## config.mk

```make
export PLATFORM = sky130hd
export DESIGN_NAME = apb_master_bridge
export DESIGN_NICKNAME = d
export VERILOG_FILES = /design/src/rtl/apb_master_bridge.sv
export SDC_FILE = /design/constraint.sdc
export NUM_CORES = 1
export LEC_CHECK = 0
export ABC_AREA = 1
export BUFFER_PORTS_ARGS = -buffer_cell sky130_fd_sc_hd__clkbuf_2
export CAP_MARGIN = 20
export CORE_UTILIZATION = 40
export CTS_BUF_LIST = sky130_fd_sc_hd__clkbuf_4 sky130_fd_sc_hd__clkbuf_8 sky130_fd_sc_hd__clkbuf_16
export CTS_CLUSTER_SIZE = 25
export DETAILED_ROUTE_END_ITERATION = 7
export GPL_TIMING_DRIVEN = 0
export PLACE_DENSITY = 0.81
export SLEW_MARGIN = 5
export SYNTH_ARGS = -nofsm -noshare
export SYNTH_HDL_FRONTEND = slang
export SYNTH_SLANG_ARGS = --single-unit
```

## constraint.sdc

```tcl
create_clock -name pclk -period 1.1 [get_ports pclk]
set_input_delay 0.22 -clock pclk [delete_from_list [all_inputs] [get_ports pclk]]
set_output_delay 0.22 -clock pclk [all_outputs]
set_load 0.01 [all_outputs]
```

## src/rtl/apb_master_bridge.sv

```systemverilog
// rtl/apb_master_bridge.sv - single-transfer APB requester with pready watchdog
module apb_master_bridge #(
  parameter int ADDR_W  = 8,
  parameter int DATA_W  = 8,
  parameter int TIMEOUT = 16
) (
  input  logic              pclk,
  input  logic              preset,
  input  logic              cmd_valid,
  output logic              cmd_ready,
  input  logic              cmd_write,
  input  logic [ADDR_W-1:0] cmd_addr,
  input  logic [DATA_W-1:0] cmd_wdata,
  output logic              rsp_valid,
  output logic [DATA_W-1:0] rsp_rdata,
  output logic              rsp_err,
  output logic              psel,
  output logic              penable,
  output logic              pwrite,
  output logic [ADDR_W-1:0] paddr,
  output logic [DATA_W-1:0] pwdata,
  input  logic [DATA_W-1:0] prdata,
  input  logic              pready,
  input  logic              pslverr
);

  // Counter must be able to hold TIMEOUT-1; a zero TIMEOUT keeps a dummy bit.
  localparam int               CNT_W    = (TIMEOUT > 1) ? $clog2(TIMEOUT) : 1;
  localparam bit               WDOG_EN  = (TIMEOUT > 0);
  localparam logic [CNT_W-1:0] CNT_LAST = WDOG_EN ? CNT_W'(TIMEOUT - 1) : '0;

  typedef enum logic [1:0] {
    S_IDLE   = 2'd0,
    S_SETUP  = 2'd1,
    S_ACCESS = 2'd2
  } state_e;

  state_e            state_q, state_d;
  logic [CNT_W-1:0]  cnt_q, cnt_d;
  logic              psel_q, psel_d;
  logic              penable_q, penable_d;
  logic              pwrite_q, pwrite_d;
  logic [ADDR_W-1:0] paddr_q, paddr_d;
  logic [DATA_W-1:0] pwdata_q, pwdata_d;
  logic              rsp_valid_q, rsp_valid_d;
  logic              rsp_err_q, rsp_err_d;
  logic [DATA_W-1:0] rsp_rdata_q, rsp_rdata_d;
  logic              wdog_fire;

  // Abort when the last permitted ACCESS cycle still sees no pready.
  assign wdog_fire = WDOG_EN && (state_q == S_ACCESS) && !pready && (cnt_q == CNT_LAST);

  // State register.
  always_ff @(posedge pclk) begin
    if (preset) begin
      state_q <= S_IDLE;
    end else begin
      state_q <= state_d;
    end
  end

  // Next-state selection for the SETUP/ACCESS sequence.
  always_comb begin
    state_d = state_q;
    case (state_q)
      S_IDLE:   if (cmd_valid) state_d = S_SETUP;
      S_SETUP:  state_d = S_ACCESS;
      S_ACCESS: if (pready || wdog_fire) state_d = S_IDLE;
      default:  state_d = S_IDLE;
    endcase
  end

  // Next values of the registered bus, response and watchdog signals.
  always_comb begin
    psel_d      = psel_q;
    penable_d   = penable_q;
    pwrite_d    = pwrite_q;
    paddr_d     = paddr_q;
    pwdata_d    = pwdata_q;
    rsp_valid_d = 1'b0;
    rsp_err_d   = rsp_err_q;
    rsp_rdata_d = rsp_rdata_q;
    cnt_d       = cnt_q;
    case (state_q)
      S_IDLE: begin
        psel_d    = 1'b0;
        penable_d = 1'b0;
        if (cmd_valid) begin
          psel_d   = 1'b1;
          pwrite_d = cmd_write;
          paddr_d  = cmd_addr;
          pwdata_d = cmd_wdata;
        end
      end
      S_SETUP: begin
        penable_d = 1'b1;
        cnt_d     = '0;
      end
      S_ACCESS: begin
        if (pready) begin
          psel_d      = 1'b0;
          penable_d   = 1'b0;
          rsp_valid_d = 1'b1;
          rsp_err_d   = pslverr;
          rsp_rdata_d = pwrite_q ? '0 : prdata;
        end else if (wdog_fire) begin
          psel_d      = 1'b0;
          penable_d   = 1'b0;
          rsp_valid_d = 1'b1;
          rsp_err_d   = 1'b1;
          rsp_rdata_d = '0;
        end else begin
          cnt_d = cnt_q + CNT_W'(1);
        end
      end
      default: begin
        psel_d    = 1'b0;
        penable_d = 1'b0;
      end
    endcase
  end

  // Output and watchdog registers; reset wipes any transfer in flight.
  always_ff @(posedge pclk) begin
    if (preset) begin
      psel_q      <= 1'b0;
      penable_q   <= 1'b0;
      pwrite_q    <= 1'b0;
      paddr_q     <= '0;
      pwdata_q    <= '0;
      rsp_valid_q <= 1'b0;
      rsp_err_q   <= 1'b0;
      rsp_rdata_q <= '0;
      cnt_q       <= '0;
    end else begin
      psel_q      <= psel_d;
      penable_q   <= penable_d;
      pwrite_q    <= pwrite_d;
      paddr_q     <= paddr_d;
      pwdata_q    <= pwdata_d;
      rsp_valid_q <= rsp_valid_d;
      rsp_err_q   <= rsp_err_d;
      rsp_rdata_q <= rsp_rdata_d;
      cnt_q       <= cnt_d;
    end
  end

  assign cmd_ready = (state_q == S_IDLE);
  assign psel      = psel_q;
  assign penable   = penable_q;
  assign pwrite    = pwrite_q;
  assign paddr     = paddr_q;
  assign pwdata    = pwdata_q;
  assign rsp_valid = rsp_valid_q;
  assign rsp_err   = rsp_err_q;
  assign rsp_rdata = rsp_rdata_q;

endmodule

```

; Yosys cells after proc, flatten, opt, wreduce, memory -nomap -nowiden
; Index checks and enable logic that the tools add are counted.
[classes]
n_eq_ne = 8
order_cmp = 0
n_addsub = 1
n_mul = 0
n_shift = 0
mux = 18
reduce_logical = 13
n_div = 0
n_bitwise = 2
[op_table]
columns = cell, count
row1 = $mux W8, 3
row2 = $mux W4, 2
row3 = $pmux W4 S2, 1
row4 = $reduce_and A2 Y1, 4
row5 = $mux W1, 7
row6 = $ne A2 B2 Y1 const B, 3
row7 = $pmux W2 S3, 1
row8 = $add A4 B1 Y4 const B, 1
row9 = $eq A4 B4 Y1 const B, 1
row10 = $mux W2, 2
row11 = $reduce_bool A2 Y1, 2
row12 = $ne A3 B3 Y1 const B, 1
row13 = $pmux W1 S3, 1
row14 = $reduce_and A3 Y1, 1
row15 = $eq A2 B1 Y1 const B, 1
row16 = $eq A2 B2 Y1 const B, 1
row17 = $logic_and A1 B1 Y1, 2
row18 = $logic_not A2 Y1, 1
row19 = $ne A2 B1 Y1 const B, 1
row20 = $not A1 Y1, 2
row21 = $pmux W1 S2, 1
row22 = $reduce_or A2 Y1, 1
row23 = $logic_not A1 Y1, 1
row24 = $logic_or A1 B1 Y1, 1
[totals]
output_inout_bits = 30
in_bits = 30
mem_bits_ro = 0
mem_bits_rw = 0
latchBits = 0
mem_count = 0
regBits = 35
elab_cells = 52

; Depth between registers and ports, before layout
; Gate-level depths: netlist of run 1.
[depth]
word_depth = 6
mapped_depth = 7
depth_no_buf = 7

; Worst setup path before layout of run 1
; OpenSTA, ideal clock, no wires.
[synth_path]
path_type = flip-flop to flip-flop
from = reg cnt_q[0]
to = reg cnt_q[3]
setup_slack_ns = -0.059
t_arrival_ns = 1.044
synth_period_minus_slack_ns = 1.159
path_stages_with_launch = 8
n_path_buf = 0
required_time_ns = 0.985
setup_time_ns = 0.115
cell_sequence = dfxtp_1 > ha_1 > nand3_1 > nand3_2 > nand2_1 > nand3_1 > nand2_1 > nor2_1
[synth_between]
elab_chain_cells = 4
word_cells_on_any_way = 8
classes_between = 1 x add/sub / 2 x eq/ne / 3 x mux / 2 x reduce/logical
[synth_lines]
columns = element, line
row1 = start: declaration, 39  ; logic [CNT_W-1:0] cnt_q, cnt_d;
row2 = start signal: assignment, 144  ; cnt_q <= cnt_d;
row3 = $add A4 B1 Y4 / $eq A4 B4 Y1 (equally long branches), "113, 51"
row4 = $mux W4 / $logic_and A1 B1 Y1 (equally long branches), "106, 51"
row5 = $mux W4 / $ne A2 B2 Y1 (equally long branches), n/a
row6 = $pmux W4 S2 / $reduce_and A3 Y1 (equally long branches), n/a
; Parallel ways exist; a longest one is shown, timed or not. The select of a mux whose other input is x is not followed.
; A chain may end at the register's enable or synchronous reset.

; Final worst setup path of run 1
[layout_path]
from = reg state_q[1]
to = out cmd_ready
[layout_between]
elab_chain_cells = 1
[layout_lines]
columns = element, line
row1 = start: declaration, 38  ; state_e state_q, state_d;
row2 = start signal: assignment, 58  ; state_q <= state_d;
row3 = $logic_not A2 Y1, 148  ; assign cmd_ready = (state_q == S_IDLE);
row4 = end: declaration, 10  ; output logic cmd_ready,
; Every way passes these cells.

==> results.cfg, run 1 <==
[yosys]
ys_seq_area_share_pct = 54.3
syn_nets = 194
synth.distinct_cells = 18
ys_seq_elements = 35
syn_area_sq_um = 1290
synthAdderAreaFrac_pct = 0.970
synth_warnings = 0
syn_area_per_cell_sq_um = 7.91
synthCells = 163
synthXorXnorAreaFrac_pct = 0
synth_top_family_by_area = simple AND/OR/NAND/NOR gates
synthMuxAreaShare_pct = 0
yosys.area_share.simple_pct = 25.7
synth_compound_area_share_pct = 13.2

[floorplanning]
dieHeight_um = 58.8
io_pins = 60
rows = 20
core-area_sq_um = 3050
die-area_sq_um = 3460
start_util_pct = 42.3
die_w_um = 58.8

[min_path]
min-delay-start = pslverr
min_to = rsp_err
hold_depth = 3
hp-class = in2reg

[route]
post_drt_wl_per_cell_um = 10.9
viasPerCell = 4.53
remaining_drc_errors = 0
finalWirelength_um = 3060
num_vias = 1267
ant_nets = 0
first_iter_violations = 39
dr.pass1.iters = 4

[finish]
drive_gt1_share_pct = 50.4
layout_commonest_cell = clkbuf_2
fillerInstances = 291
final_cell_mix = clkbuf_2, nor2_1, dfxtp_1, nand2_1, o21ai_1
diodes = 0
final_area_sq_um = 1940
fin_nets = 266
area_growth_syn_to_layout_pct = 50.7
fin_cells = 280

[timing]
finalSetupViolCount = 13
tightestPinTransition_ps = 591
finClkSkew_ps = 10.9
fin_crit_ps = 1170
drv_slew = 0
relSlewSlack_pct = 60.6
grt_setup_unrepaired = yes
min_period_over_period_pct = 106
finalWorstSetupSlack_ps = -66.6
clock.fmax_mhz = 857
finalHoldViolCount = 0

[grt]
grt_pass1_wl_um = 5170
antenna_found_initial = 0
gr-total-overflow = 0
grtUsageTotal_pct = 20.1
grt_max_degree = 20
grt_pass1_vias = 1238

[power_and_ir_drop]
cellLeakagePower_uw = 0.000883
peakVddDrop_mv = 1.08
switching_share_pct = 26.5
seqPwrFrac_pct = 52.7
power_density_nw_per_um2 = 1350
p_int_uw = 1930
p_sw_uw = 695
power_frac_comb_pct = 16.6
clkPwrFrac_pct = 30.7

[flow_run]
drv_cap = 0

[critical_path]
cp-end-kind = primary output
crit_path_start_kind = flip-flop
cp_max_fo = 2
crit_type = reg2out
rr_worst_depth = 7
regToRegSetupSlack_ps = -40
crit_arrival_ps = 950
r2r-start = cnt_q[1]
required_ps = 880
r2r-end = cnt_q[3]

[clock_network]
cts-buffers-inserted = 5
clockBufferDepth = 2
cts_tree = yes
clock-sinks = 35
h-tree-depth = 2
clk_latency_ps = 330
holdBufCountCts = 0
cts_root_buf = clkbuf_4
clk_pin_slew_ps = 110

[status]
violations = setup timing
status = finished, violations left

[placed_design]
place_inst = 266
numPortBuffers = 59
gp_congestion = 0.756
dp_hpwl_um = 2140
place_area_sq_um = 1670
[flip-flops by register name (all words and copies together), names as in the netlist]
| name | flops |
|---|---|
| cnt_q | 4 |
| paddr | 8 |
| penable | 1 |
| psel | 1 |
| pwdata | 8 |
| pwrite | 1 |
| rsp_err | 1 |
| rsp_rdata | 8 |
| rsp_valid | 1 |
| state_q | 2 |
[power by group through the flow]
stage	clock network, uW	logic (uW)	registers [uW]
after floorplan	0	178	1440
after global placement	0	362	1410
after detailed placement	0	370	1410
after CTS	830	389	1390
after global routing	897	488	1400
final	806	436	1390
[critical path, cell delays in order, from the launching register on]
cell     delay (ps)
dfxtp_4         370
nor2_4          140
buf_6           110
[per-layer routing]
metal / up-vias / global-route usage, % / wire length, um
met5: - / 0 / 0
met3: 6 / 6.59 / 159
met4: 0 / 10.2 / 58
met1: 553 / 22.1 / 1310
li1: 667 / - / -
met2: 41 / 34.6 / 1530
[cells in the mapped netlist]
cell	instances	area (sq um)
nor2_4	2	22.5
o21ai_1	8	40.0
clkbuf_1	1	3.75
buf_6	3	33.8
nor2_1	40	150
inv_1	7	26.3
nand3_1	3	15.0
a21oi_1	16	80.1
ha_1	1	12.5
nand2_1	29	109
nand3_2	1	10.0
nor2_2	1	6.26
o21ai_0	10	50.1
nand2_2	2	12.5
nand4_1	1	6.26
dfxtp_1	35	701
buf_1	1	3.75
inv_2	2	7.51
[how the worst max path moves through the flow]
stage	startpoint	endpoint	depth (start not counted)	slack (ps)
floorplan	state_q[0]	paddr[0]	6	20
global placement	cnt_q[1]	rsp_err	7	-80
CTS	state_q[0]	cmd_ready	2	-100
detailed placement	cnt_q[1]	rsp_err	7	-120
global route	cnt_q[0]	rsp_err	7	-130
finish	state_q[1]	cmd_ready	2	-70
[timing repair]
action,in CTS,in global routing
resized for setup,16,41
setup endpoints to repair,26,30
setup buffers,6,2
pin swaps,7,14
[stage by stage]
stage / worst slack, ps / util [%] / setup TNS, ps / total power [uW] / hold WS, ps
after floorplan: 22.4 / - / 0 / 1620 / 289
after global placement: -81.0 / 54.6 / -912 / 1770 / 437
after detailed placement: -121 / 54.6 / -1500 / 1780 / 458
after CTS: -98.4 / 59.9 / -595 / 2600 / 85.8
after global routing: -130 / 63.7 / -1750 / 2780 / 84.4
final: -66.6 / 63.7 / -315 / 2630 / 82.4
[cells by family after synthesis]
family / after synthesis
AO/OA/AOI/OAI: 34
adder cells (fa/ha/maj): 1
buffers and inverters: 14
flip-flops: 35
AND/OR/NAND/NOR: 79
[cell type report]
class                           count  area (sq um)  share of cell area, %
Clock buffer                        8          72.6                   3.73
Sequential cell                    35           716                   36.8
Buffer                              3          27.5                   1.42
Multi-Input combinational cell    114           669                   34.4
Inverter                            9          36.3                   1.87
Tap cell                           44          55.1                   2.83
Timing Repair Buffer               67           368                   18.9
Power figures use the tool's default switching activity.
==> inputs of run 2 (changes only) <==
==> constraint.sdc (replaced) <==
create_clock -name pclk -period 1.1 [get_ports pclk]
set_input_delay 0.275 -clock pclk [delete_from_list [all_inputs] [get_ports pclk]]
set_output_delay 0.275 -clock pclk [all_outputs]
set_load 0.01 [all_outputs]
==> run 2 against run 1 <==
The flow still finishes with violations (setup timing). Clock-buffer cell count unchanged. Register-to-register slack worse by 160 ps. Cell area up 20%. Total power increased by 11%. Critical path depth increased by 5. Highest routed layer unchanged. Critical endpoint is now paddr[1]. First-iteration DRC count decreased by 26%. Critical path type is now reg2reg.
==> results.cfg, run 2 (synthesis results as in run 1) <==
[finish]
layout_commonest_cell = nor2_1
final_cell_mix = nor2_1, clkbuf_2, dfxtp_2, buf_6, nand2_1
fin_cells = 291
fin_util_pct = 76.3
fin_nets = 277
diodes = 0
fillerInstances = 226
area_growth_syn_to_layout_pct = 80.5
multi_input_area_sq_um = 704
regArea_sq_um = 743
drive_gt1_share_pct = 65.6
final_area_sq_um = 2330

[critical_path]
crit_chain = nor2_4, buf_6, nand2_4, buf_8, clkbuf_16, o21ai_2, nor2_1
crit_arrival_ps = 1540
crit_path_start_kind = flip-flop
crit_type = reg2reg
slowest_stage = dfxtp_2
rr_worst_depth = 7
required_ps = 1340
cp-end-kind = flip-flop
critPathMaxStageDelay_ps = 360
cp_max_fo = 6

[timing]
drv_slew = 0
fin_crit_ps = 1300
grt_setup_unrepaired = yes
finalHoldViolCount = 0
min_period_over_period_pct = 118
finalSetupViolCount = 34
holdWs_ps = 142
finClkSkew_ps = 7.96
relSlewSlack_pct = 61.9
finalWorstSetupSlack_ps = -201
clock.fmax_mhz = 769
tightestPinTransition_ps = 572

[clock_network]
cts_root_buf = clkbuf_4
cts_tree = yes
clk_pin_slew_ps = 100
h-tree-depth = 2
clockBufferDepth = 2
clk_latency_ps = 340
cts-buffers-inserted = 5
clock-sinks = 35
holdBufCountCts = 0

[power_and_ir_drop]
seqPwrFrac_pct = 48.3
p_int_uw = 2120
p_sw_uw = 800
power_frac_comb_pct = 23.5
switching_share_pct = 27.4
cellLeakagePower_uw = 0.00104
clkPwrFrac_pct = 28.2
peakVddDrop_mv = 0.830
power_density_nw_per_um2 = 1250

[route]
finalWirelength_um = 4040
ant_nets = 0
dr.pass1.iters = 5
remaining_drc_errors = 0
post_drt_wl_per_cell_um = 13.9
viasPerCell = 5.03
first_iter_violations = 29
num_vias = 1464

[floorplanning]
rows = 20
die_w_um = 58.8
start_util_pct = 42.3
dieHeight_um = 58.8
io_pins = 60
core-area_sq_um = 3050
die-area_sq_um = 3460

[placed_design]
numPortBuffers = 59
dp_hpwl_um = 2140
place_area_sq_um = 1670
place_inst = 266
gp_congestion = 0.756

[grt]
grt_pass1_vias = 1282
grt_max_degree = 11
antenna_found_initial = 0
grtUsageTotal_pct = 21.0
grt_pass1_wl_um = 5430
gr-total-overflow = 0

[status]
status = finished, violations left
violations = setup timing

[min_path]
hp-class = in2reg
hold_depth = 3

[flow_run]
drv_cap = 0
-- run 2: cell count changes in the layout (fill, tap and decap cells not counted), sizes merged --
cell and delta:
clkbuf -24, buf +35
-- run 2: power by group through the flow --
| stage | Clock [uW] | Combinational, uW | Sequential (uW) |
|---|---|---|---|
| after floorplan | 0 | 178 | 1440 |
| after global placement | 0 | 362 | 1410 |
| after detailed placement | 0 | 370 | 1410 |
| after CTS | 830 | 439 | 1390 |
| after global routing | 901 | 732 | 1420 |
| final | 823 | 686 | 1410 |
-- run 2: area by class of cell --
type	instances	share of cell area, %
Buffer	5	2.53
Sequential cell	35	31.9
Timing Repair Buffer	76	28.3
Clock buffer	8	3.12
Multi-Input combinational cell	114	30.3
Inverter	9	1.56
Tap cell	44	2.36
-- run 2: what timing repair did --
item                                    CTS  global route
gates resized for setup                  36           113
gates cloned                              1             2
endpoints found under the hold margin     0             0
pin swaps                                 5            11
endpoints found under the setup margin   42            63
buffers inserted                          7             7
-- run 2: worst max-delay path: cells and delay by family (launching register included) --
| family | cells | cell delay (ps) |
|---|---|---|
| compound gates | 1 | 150 |
| buf+inv | 3 | 410 |
| flops | 1 | 360 |
| simple gates | 3 | 270 |
-- run 2: worst paths after layout --
check / slack, ps / to / from
worst max-delay path: -200 / paddr[1] / state_q[1]
worst min-delay path: 140 / rsp_rdata[1] / prdata[1]
worst max register to register: -200 / paddr[1] / state_q[1]
worst min register to register: 480 / rsp_rdata[4] / rsp_rdata[4]
-- run 2: stage by stage --
step / setup TNS (ps) / total power [uW] / setup slack (ps)
final: -3680 / 2920 / -201
after global routing: -5810 / 3050 / -236
after CTS: -1970 / 2660 / -136
after detailed placement: -2100 / 1780 / -127
after global placement: -1510 / 1770 / -121
after floorplan: 0 / 1620 / 22.4
-- run 2: routing by layer --
layer,track usage [%],up-vias,part of all wire [%],wire length (um)
li1,-,686,-,-
met1,22.5,703,37,1510
met2,36.7,60,54,2170
met3,7.03,15,5.6,228
met4,10.2,0,3.1,125
met5,0,-,0,0
